--- config.mk ---
export PLATFORM = sky130hd
export DESIGN_NAME = multicycle_ctrl
export DESIGN_NICKNAME = d
export VERILOG_FILES = /design/src/rtl/multicycle_ctrl.sv
export SDC_FILE = /design/constraint.sdc
export NUM_CORES = 1
export LEC_CHECK = 0
export ABC_AREA = 0
export ABC_CLOCK_PERIOD_IN_PS = 1300
export CAP_MARGIN = 15
export CORE_MARGIN = 4
export CORE_UTILIZATION = 32
export CTS_CLUSTER_SIZE = 16
export DETAILED_ROUTE_END_ITERATION = 6
export GPL_ROUTABILITY_DRIVEN = 0
export PLACE_DENSITY = 0.82
export SLEW_MARGIN = 0
export SYNTH_ARGS = -nofsm -noshare
export SYNTH_HDL_FRONTEND = slang
export SYNTH_SLANG_ARGS = --single-unit
export TNS_END_PERCENT = 1
--- constraint.sdc ---
create_clock -name clk -period 1.3 [get_ports clk]
set_input_delay 0.195 -clock clk [delete_from_list [all_inputs] [get_ports clk]]
set_output_delay 0.195 -clock clk [all_outputs]
set_load 0.02 [all_outputs]
--- src/rtl/multicycle_ctrl.sv ---
// -----------------------------------------------------------------------------
// multicycle_ctrl
//
// Control FSM for a small multicycle datapath. Each instruction walks through
// FETCH -> DECODE -> EXEC [-> MEM] [-> WB], and the FSM raises the datapath
// enables and selects for each step. The opcode is decoded from an internal
// instruction register (IR) that is loaded at the end of FETCH.
//
// Optional feature (build macro MULTICYCLE_CTRL_PERF_CNT_EN):
//   defined   - instr_count is a 16-bit wrapping count of retired instructions
//   undefined - no counter; instr_count is tied to 0
//
// Ports
//   clk          in   1   system clock, rising edge
//   rst_n        in   1   asynchronous active-low reset
//   instr        in  32   instruction word: op[31:28] rs[27:24] rt[23:20]
//                         rd[19:16] imm[15:0]
//   zero         in   1   ALU zero flag (sampled for BEQ in EXEC)
//   EnIM         out  1   instruction-memory enable
//   pc_en        out  1   PC <= PC+4
//   branch_take  out  1   PC <= branch target (one-cycle pulse)
//   EnRW         out  1   register-file write enable
//   wn           out  4   register-file write address
//   ALUsrc       out  1   1 = sign-extended imm, 0 = rt data
//   ALUctrl      out  3   000 AND, 001 OR, 010 ADD, 110 SUB, 111 SLT
//   memread      out  1   data-memory read enable
//   memwrite     out  1   data-memory write enable
//   MemtoReg     out  1   1 = ALU result to register file, 0 = memory data
//   illegal_op   out  1   one-cycle pulse on an undefined opcode
//   halted       out  1   high while in HALT
//   state        out  3   current state code (debug)
//   instr_count  out 16   retired-instruction count (see macro above)
// -----------------------------------------------------------------------------
module multicycle_ctrl (
  input  logic        clk,
  input  logic        rst_n,
  input  logic [31:0] instr,
  input  logic        zero,
  output logic        EnIM,
  output logic        pc_en,
  output logic        branch_take,
  output logic        EnRW,
  output logic [3:0]  wn,
  output logic        ALUsrc,
  output logic [2:0]  ALUctrl,
  output logic        memread,
  output logic        memwrite,
  output logic        MemtoReg,
  output logic        illegal_op,
  output logic        halted,
  output logic [2:0]  state,
  output logic [15:0] instr_count
);

  typedef enum logic [2:0] {
    S_IDLE   = 3'd0,
    S_FETCH  = 3'd1,
    S_DECODE = 3'd2,
    S_EXEC   = 3'd3,
    S_MEM    = 3'd4,
    S_WB     = 3'd5,
    S_HALT   = 3'd6
  } state_t;

  localparam logic [3:0] OP_ADD  = 4'h0;
  localparam logic [3:0] OP_ADDI = 4'h1;
  localparam logic [3:0] OP_SUB  = 4'h2;
  localparam logic [3:0] OP_LW   = 4'h3;
  localparam logic [3:0] OP_SW   = 4'h4;
  localparam logic [3:0] OP_AND  = 4'h5;
  localparam logic [3:0] OP_OR   = 4'h6;
  localparam logic [3:0] OP_SLT  = 4'h7;
  localparam logic [3:0] OP_BEQ  = 4'h8;
  localparam logic [3:0] OP_HALT = 4'hF;

  state_t      r_state;
  state_t      w_next;
  logic [31:0] r_ir;
  logic        r_run;

  // ---------------------------------------------------------------------------
  // Decode from IR only; instr is looked at exclusively in FETCH.
  // ---------------------------------------------------------------------------
  logic [3:0] w_op;
  logic [3:0] w_rt;
  logic [3:0] w_rd;
  logic       w_rtype;
  logic       w_addi;
  logic       w_lw;
  logic       w_sw;
  logic       w_beq;
  logic       w_halt;
  logic       w_legal;
  logic [2:0] w_alu_ctrl;
  logic       w_alu_src;
  logic [3:0] w_wn;
  logic       w_unused_ir;

  assign w_op    = r_ir[31:28];
  assign w_rt    = r_ir[23:20];
  assign w_rd    = r_ir[19:16];
  assign w_rtype = (w_op == OP_ADD) || (w_op == OP_SUB) || (w_op == OP_AND) ||
                   (w_op == OP_OR)  || (w_op == OP_SLT);
  assign w_addi  = (w_op == OP_ADDI);
  assign w_lw    = (w_op == OP_LW);
  assign w_sw    = (w_op == OP_SW);
  assign w_beq   = (w_op == OP_BEQ);
  assign w_halt  = (w_op == OP_HALT);
  assign w_legal = w_rtype || w_addi || w_lw || w_sw || w_beq;

  // rs and imm feed the datapath directly, never the controller.
  assign w_unused_ir = ^{r_ir[27:24], r_ir[15:0]};

  always_comb begin
    unique case (w_op)
      OP_SUB, OP_BEQ: w_alu_ctrl = 3'b110;
      OP_AND:         w_alu_ctrl = 3'b000;
      OP_OR:          w_alu_ctrl = 3'b001;
      OP_SLT:         w_alu_ctrl = 3'b111;
      default:        w_alu_ctrl = 3'b010;  // ADD, ADDI, LW, SW
    endcase
  end

  assign w_alu_src = w_addi || w_lw || w_sw;
  // Instructions that write no register (SW, BEQ) present address 0.
  assign w_wn      = w_rtype ? w_rd : ((w_addi || w_lw) ? w_rt : 4'd0);

  // ---------------------------------------------------------------------------
  // Sequential state. r_run holds IDLE for one extra edge after reset release
  // so the first FETCH lands on the second rising edge.
  // ---------------------------------------------------------------------------
  // NOTE: sequential state uses non-blocking (<=) so every flop samples the
  // pre-edge values, independent of statement order.
  always_ff @(posedge clk or negedge rst_n) begin
    if (!rst_n) begin
      r_state <= S_IDLE;
      r_ir    <= '0;
      r_run   <= 1'b0;
    end else begin
      r_state <= w_next;
      r_run   <= 1'b1;
      if (r_state == S_FETCH) r_ir <= instr;
    end
  end

  // ---------------------------------------------------------------------------
  // Next state and outputs. Outputs are decoded from r_state alone, so an
  // asynchronous reset drops every enable in the same instant it hits IDLE.
  // Selects (ALUctrl, ALUsrc, wn) are held for all of EXEC, MEM and WB.
  // ---------------------------------------------------------------------------
  always_comb begin
    // NOTE: every output gets a default first so no path through the case
    // leaves a signal unassigned and infers a latch.
    w_next      = r_state;
    EnIM        = 1'b0;
    pc_en       = 1'b0;
    branch_take = 1'b0;
    EnRW        = 1'b0;
    wn          = 4'd0;
    ALUsrc      = 1'b0;
    ALUctrl     = 3'b000;
    memread     = 1'b0;
    memwrite    = 1'b0;
    MemtoReg    = 1'b0;
    illegal_op  = 1'b0;
    halted      = 1'b0;

    case (r_state)
      S_IDLE: begin
        if (r_run) w_next = S_FETCH;
      end
      S_FETCH: begin
        EnIM   = 1'b1;
        pc_en  = 1'b1;
        w_next = S_DECODE;
      end
      S_DECODE: begin
        if (w_legal) begin
          w_next = S_EXEC;
        end else if (w_halt) begin
          w_next = S_HALT;
        end else begin
          illegal_op = 1'b1;
          w_next     = S_FETCH;
        end
      end
      S_EXEC: begin
        ALUctrl     = w_alu_ctrl;
        ALUsrc      = w_alu_src;
        wn          = w_wn;
        branch_take = w_beq && zero;
        if (w_lw || w_sw) w_next = S_MEM;
        else if (w_beq)   w_next = S_FETCH;
        else              w_next = S_WB;
      end
      S_MEM: begin
        ALUctrl  = w_alu_ctrl;
        ALUsrc   = w_alu_src;
        wn       = w_wn;
        memread  = w_lw;
        memwrite = w_sw;
        w_next   = w_lw ? S_WB : S_FETCH;
      end
      S_WB: begin
        ALUctrl  = w_alu_ctrl;
        ALUsrc   = w_alu_src;
        wn       = w_wn;
        EnRW     = 1'b1;
        memread  = w_lw;
        MemtoReg = !w_lw;
        w_next   = S_FETCH;
      end
      S_HALT: begin
        halted = 1'b1;
      end
      default: begin
        w_next = S_IDLE;
      end
    endcase
  end

  assign state = r_state;

  // ---------------------------------------------------------------------------
  // Retired-instruction counter: one tick per WB exit, SW MEM exit and
  // BEQ EXEC exit. Free-running 16-bit wrap.
  // ---------------------------------------------------------------------------
`ifdef MULTICYCLE_CTRL_PERF_CNT_EN
  logic [15:0] r_instr_count;
  logic        w_retire;

  assign w_retire = (r_state == S_WB) ||
                    ((r_state == S_MEM)  && w_sw) ||
                    ((r_state == S_EXEC) && w_beq);

  always_ff @(posedge clk or negedge rst_n) begin
    if (!rst_n)        r_instr_count <= '0;
    else if (w_retire) r_instr_count <= r_instr_count + 16'd1;
  end

  assign instr_count = r_instr_count;
`else
  assign instr_count = 16'd0;
`endif

endmodule

### Word-level counts from Yosys, hierarchy flattened

Index checks and enable logic that the tools add are counted.

| word-level totals | value |
|---|---|
| output and inout bits | 36 |
| bits in registers | 36 |
| word-level logic and storage cells | 62 |
| bits of input ports | 35 |

| operators by class | value |
|---|---|
| bitwise gates (word level) | 1 |
| eq/ne operators | 16 |
| muxes and demuxes | 23 |
| reductions and logical operators | 19 |

Operators by type and width:

| kind | count |
|---|---|
| 3-bit 2-to-1 mux | 7 |
| 3-bit one-hot mux with 7 select lines | 1 |
| 4-bit by 3-bit equality test with 1-bit output, second input constant | 4 |
| 4-bit 2-to-1 mux | 3 |
| 3-bit one-hot mux with 4 select lines | 1 |
| 1-bit logical OR | 11 |
| 1-bit 2-to-1 mux | 11 |
| 3-bit equality test, second input constant | 3 |
| 4-bit by 2-bit equality test with 1-bit output, second input constant | 2 |
| 4-bit equality test, second input constant | 2 |
| 3-bit by 2-bit equality test with 1-bit output, second input constant | 2 |
| 4-bit by 1-bit equality test with 1-bit output, second input constant | 1 |
| 4-bit zero test | 1 |
| 2-bit OR reduction | 2 |
| 3-bit by 1-bit equality test with 1-bit output, second input constant | 1 |
| 3-bit zero test | 1 |
| 3-bit OR reduction | 1 |
| 2-bit != test, second input constant | 1 |
| 2-bit AND reduction | 1 |
| 1-bit logical AND | 1 |
| 1-bit zero test | 1 |
| 1-bit NOT | 1 |

### Depth between registers and ports, before layout

Gate-level depths: netlist of run 1.

| depth | value |
|---|---|
| depth after elaboration | 11 |
| gate-level depth with buffers | 4 |
| mapped depth without buffers | 3 |

### Worst setup path after synthesis of run 1

Ideal clock, no wire load.

| timing path | value |
|---|---|
| path kind | reg2out |
| from | register r_state[2] (netlist: state[2]) |
| to | output memwrite |
| arrival | 1.535 ns |
| stages on the path, launching flop included | 4 |
| path buffers | 0 |
| data required time | 1.105 ns |
| setup slack | -0.430 ns |
| path through | dfrtp_1 nor2b_1 nand2_1 nor4_1 |

| between the ends | value |
|---|---|
| cells in the longest elaborated chain, start to end | 2 |

RTL lines:

| item | line | text |
|---|---|---|
| from (decl) | 76 | `state_t r_state;` |
| from (signal assigned) | 140 | `r_state <= w_next;` |
| 3-bit equality test | 168 | `case (r_state)` |
| 1-bit 2-to-1 mux | 168 |  |
| to (decl) | 47 | `output logic memwrite,` |

Every way passes these cells.

### Worst setup path after layout of run 1

| timing path | value |
|---|---|
| from | register r_ir[28] |
| to | output ALUsrc |

| between the ends | value |
|---|---|
| cells in the longest elaborated chain, start to end | 4 |
| elaborated cells on any way between the ends | 6 |
| classes of those cells | 3 x eq/ne; 1 x mux; 2 x reduce/logical |

RTL lines:

| item | line | text |
|---|---|---|
| from (decl) | 78 | `logic [31:0] r_ir;` |
| from (signal assigned) | 142 | `if (r_state == S_FETCH) r_ir <= instr;` |
| 4-bit by 1-bit equality test with 1-bit output / 4-bit by 2-bit equality test with 1-bit output (equally long branches) | 104, 105 |  |
| 1-bit logical OR | 124 | `assign w_alu_src = w_addi \|\| w_lw \|\| w_sw;` |
| 1-bit logical OR (*) | 124 |  |
| 1-bit 2-to-1 mux (*) | 168 |  |
| to (decl) | 44 | `output logic ALUsrc,` |

Every way passes the cells marked *; elsewhere a longest branch is shown, timed or not.

==> results of run 1 <==
## stage by stage
| stage | instance area (µm²) | std cells |
|---|---|---|
| after floorplan | 1170 | 123 |
| after global placement | 1550 | 199 |
| after detailed placement | 1550 | 199 |
| after CTS | 1640 | 204 |
| after global routing | 1710 | 206 |
| final | 1710 | 206 |
## kinds of logic after synthesis
kind of cell              synth area share, %
buffers and inverters                    15.4
muxes                                    12.9
AOI/OAI and AO/OA                        10.8
and+or+nand+nor                          20.3
xor gates and xnor gates                 1.67
other                                   0.717
DFF                                      38.2
## what timing repair did
action / in CTS / in global routing
setup endpoints to repair: 34 / 32
setup buffers: 1 / 2
resized for setup: 108 / 15
pin swaps: 3 / 9
## final timing paths
kind	slack [ns]	from	endpoint	cells past startpoint
min in group clk	0.50	instr[23]	r_ir[23]	2
max in group asynchronous	0.88	rst_n	r_ir[30]	2
min reg2reg	0.51	r_ir[21]	r_ir[21]	1
max	-0.49	r_ir[28]	ALUsrc	4
max reg2reg	-0.22	r_ir[28]	state[0]	5
min	0.22	rst_n	r_ir[20]	2
## cells in the mapped netlist (2+ instances only)
cell type | instances | area, µm²
o22ai_1 | 5 | 31.3
conb_1 | 2 | 7.51
nand2_1 | 3 | 11.3
a21oi_1 | 7 | 35.0
nor2b_1 | 4 | 25.0
inv_2 | 2 | 7.51
nor2_1 | 4 | 15.0
mux2_1 | 12 | 135
and3_1 | 3 | 18.8
nor3_1 | 5 | 25.0
o21ai_1 | 2 | 10.0
buf_4 | 18 | 135
nand2b_1 | 3 | 18.8
dfrtp_1 | 16 | 400
buf_2 | 3 | 15.0
and2_1 | 2 | 12.5
## sequential cells by signal, summed over array words and instances (netlist names)
name and count:
r_ir 12, state 3, r_run 1
## layout make-up
type | count | area share (%)
clock buffers | 4 | 2.12
inverters | 3 | 0.805
multi-input cells | 83 | 40.2
flip-flops and latches | 16 | 23.8
well taps | 44 | 3.22
repair buffers | 56 | 29.8
## metal layers
metal  vias to the layer above  track usage [%]
li1                        456                -
met1                       457             14.4
met2                        60             24.1
met3                         6             2.91
met4                         0             4.40
met5                         -                0
## critical path, cell delays in order (launching register included)
cell and delay [ns]:
dfrtp_2 0.45, buf_6 0.14, or3b_4 0.39, a21oi_2 0.17
buf_4 0.16
## power by group
group / switching, mW / total, mW / leakage, nW / internal, mW
logic: 1.38 / 2.82 / 0.557 / 1.43
registers: 0.279 / 1.03 / 0.183 / 0.756
clock network: 0.156 / 0.327 / 0.0210 / 0.170
total: 1.82 / 4.18 / 0.761 / 2.36
==> impl_metrics.yaml, run 1 <==
status:
  outcome: "finished, violations left"
  violations: "negative setup slack"
clocking:
  clock-root-buffer: "clkbuf_4"
  htreeDepth: 1
  clk_path_buf_depth: 2
  holdBufCountCts: 0
  clock_sinks: 16
  numCtsBuffers: 3
  clk_pin_slew_worst_paths_ns: 0.09
  insertion_delay_ns: 0.28
  tritoncts: "done"
synthesis:
  avgSynthCellArea_um2: 9.70
  synth_edf_count: 0
  synth_area_um2: 1050
  synthArstFlopShare_pct: 100
  syn-instance-count: 108
  yosysWarnings: 0
  ys_ff_latch: 16
  synth.distinct_cells: 33
  ys.flop_type: "dfrtp_1"
  seq_area_frac_synth_pct: 38.2
timing:
  tns_ns: -8.41
  layout_setup_ws_ns: -0.494
  fmax_mhz: 557
  timing.final.crit_share_pct: 138
  rsz0062_at_grt: "true"
  fin_crit_ns: 1.79
  hold_viol_final: 0
  finClkSkew_ns: 0.00153
  finalMaxSlewViolations: 0
  setup_viol: 32
  whs_ns: 0.223
floorplanning:
  pin_count: 71
  die_w_um: 65.2
  std_cell_rows: 20
  dieArea_um2: 4250
  initial_core_util_pct: 33.7
  die_h_um: 65.2
  coreArea_um2: 3100
critical_path:
  critPathLaunchType: "register"
  crit_arrival_ns: 1.60
  cp_data_required_time_ns: 1.11
  critical_path_class: "reg -> out"
  cp-end-kind: "primary output"
  crit_fanout: 5
grt:
  gr-total-overflow: 0
  grt_pass1_vias: 994
  grt_pass1_wl_um: 4350
  grt_usage_pct: 13.0
  grt_max_degree: 17
  antenna_found_initial: 0
routing:
  routed.top_layer: "met4"
  wl_met1_um: 1070
  drt-total-wl_um: 2750
  detail-route-antenna-nets: 0
  vias: 979
  routed-wl-met2_um: 1360
  avgViaCountPerCell: 4.75
  routedWlPerCell_um: 13.4
  drc: 0
  drtIter0Drc: 40
  wl_met3_um: 295
  firstDrtPassIters: 5
flow_run:
  drv_cap: 0
layout:
  layout.area.seq_um2: 408
  final_common_cell: "buf_4"
  post-route-util_pct: 55.1
  nets: 198
  area_delta_synth_final_pct: 63.3
  diodes: 0
  nFillCells: 284
  multiInputGateArea_um2: 688
  final_cell_mix: "buf_4, conb_1, buf_6"
  drive_above_1_share_pct: 51.9
hold_path:
  min_path_type: "in -> async"
placed_design:
  place_ws_ns: -0.642
  portBuffers: 34
  dp_hpwl_um: 2000
power:
  ir_drop_mv: 1.33
  leakagePower_nw: 0.761
  power_mw: 4.18
  p_per_area_nw_per_um2: 2440
Note: power is estimated with default switching activity, not from simulation.
==> run 2, diff against run 1 <==
--- a/config.mk
+++ b/config.mk
@@ -8,8 +8,10 @@
 export ABC_AREA = 0
 export ABC_CLOCK_PERIOD_IN_PS = 1300
 export CAP_MARGIN = 15
+export CELL_PAD_IN_SITES_DETAIL_PLACEMENT = 1
+export CELL_PAD_IN_SITES_GLOBAL_PLACEMENT = 2
 export CORE_MARGIN = 4
-export CORE_UTILIZATION = 32
+export CORE_UTILIZATION = 17
 export CTS_CLUSTER_SIZE = 16
 export DETAILED_ROUTE_END_ITERATION = 6
 export GPL_ROUTABILITY_DRIVEN = 0
==> run 2 against run 1 <==
The run still ends with negative setup slack left. Critical path depth up 1. Cell count is 17% higher. Via count down 1.9%. Combinational power up 5%. Fmax rose by 2.2%. Count of clock-buffer cells in the layout unchanged. Hold slack gained 0.040 ns. Sequential cell count unchanged. First-iteration DRC count rose by 90%. Non-clock buffer count grew 4. Critical endpoint is now branch_take. Largest power group unchanged. Highest routed layer unchanged.
==> impl_metrics.yaml, run 2 (same netlist as run 1, synthesis figures left out) <==
routing:
  routed.top_layer: "met4"
  routed-wl-met2_um: 1620
  wl_met3_um: 171
  vias: 960
  avgViaCountPerCell: 3.98
  firstDrtPassIters: 4
  drtIter0Drc: 76
  routedWlPerCell_um: 13.2
  drt-total-wl_um: 3170
  wl_met1_um: 1300
  detail-route-antenna-nets: 0
  drc: 0
layout:
  largest_register_ff_count: 12
  drive_above_1_share_pct: 54.8
  final_cell_mix: "buf_4, conb_1, clkdlybuf4s50_1"
  final_common_cell: "buf_4"
  nets: 202
  finalInstanceArea_um2: 1800
  fin_cells: 241
  regMostFlops: "r_ir"
  post-route-util_pct: 30.3
  area_delta_synth_final_pct: 72.3
  diodes: 0
timing:
  layout_setup_ws_ns: -0.456
  fmax_mhz: 569
  tns_ns: -7.49
  fin_crit_ns: 1.76
  setup_viol: 32
  rsz0062_at_grt: "true"
  whs_ns: 0.263
  finalMaxSlewViolations: 0
  finClkSkew_ns: 0.00474
  hold_viol_final: 0
  timing.final.crit_share_pct: 135
clocking:
  clock-root-buffer: "clkbuf_8"
  htreeDepth: 1
  clock_sinks: 16
  insertion_delay_ns: 0.25
  clk_pin_slew_worst_paths_ns: 0.06
  numCtsBuffers: 3
  holdBufCountCts: 0
  clk_path_buf_depth: 2
  tritoncts: "done"
grt:
  grt_pass1_wl_um: 4910
  antenna_found_initial: 0
  grt_usage_pct: 8.42
  grt_max_degree: 17
  grt_pass1_vias: 1009
  gr-total-overflow: 0
placed_design:
  place_ws_ns: -0.655
  placed_area_um2: 1610
  portBuffers: 34
  place_inst: 233
  dp_hpwl_um: 2470
critical_path:
  cp_common_cell: "buf_4"
  critPathLaunchType: "register"
  crit_arrival_ns: 1.56
  reg2reg_depth: 5
  setup.worst_path.start: "r_ir[28]"
  cp_data_required_time_ns: 1.11
  regToRegSetupSlack_ns: -0.20
  cp_cell_sequence: "buf_4, nor4b_2, buf_4, and3_2, buf_6"
  critical_path_class: "reg -> out"
  cp-end-kind: "primary output"
  cp_slowest_cell: "dfrtp_2"
  slowest_delay_ns: 0.44
  r2r_end: "state[0]"
  reg2reg_from: "r_ir[28]"
  crit_fanout: 6
power:
  leakagePower_nw: 0.782
  p_per_area_nw_per_um2: 2430
  power_mw: 4.38
  ir_drop_mv: 0.572
floorplanning:
  std_cell_rows: 28
  die_h_um: 86.5
  pin_count: 71
  coreArea_um2: 5960
  dieArea_um2: 7480
  die_w_um: 86.5
  initial_core_util_pct: 17.6
flow_run:
  drv_cap: 0
status:
  outcome: "finished, violations left"
  violations: "negative setup slack"
hold_path:
  min_path_type: "in -> async"
run 2: worst max-delay path by stage:
stage / slack (ns) / cells past startpoint / end
after floorplan: -0.12 / 3 / r_ir[20]
after global placement: -0.64 / 4 / branch_take
after detailed placement: -0.66 / 4 / ALUsrc
after CTS: -0.45 / 4 / ALUsrc
after global routing: -0.55 / 6 / ALUctrl[2]
final: -0.46 / 5 / branch_take
run 2: cell type report:
| cell class | count | area (µm²) |
|---|---|---|
| sequential | 16 | 408 |
| clock buffer | 4 | 45.0 |
| inverter | 3 | 20.0 |
| timing repair buffer | 60 | 532 |
| fill | 684 | 4150 |
| multi-input combinational | 83 | 706 |
| tap | 75 | 93.8 |
run 2: critical path: cells and delay by family, from the launching register on:
kind	cells	cell delay (ns)
flip-flops	1	0.44
buffers and inverters	3	0.42
AND/OR/NAND/NOR	2	0.44
run 2: what timing repair did:
action,CTS,global route
setup endpoints to repair,35,32
buffers inserted,2,2
pin swaps,3,4
gates resized for setup,104,27
run 2: power breakdown:
part           leakage (nW)  switching [mW]  internal, mW
Clock                0.0228           0.169         0.218
Combinational         0.576            1.43          1.55
Sequential            0.183           0.262         0.758
run 2: layer usage:
layer  vias up  track usage [%]
met5         -                0
met4         0             4.67
li1        463                -
met3         5             1.33
met1       465             10.1
met2        27             14.3
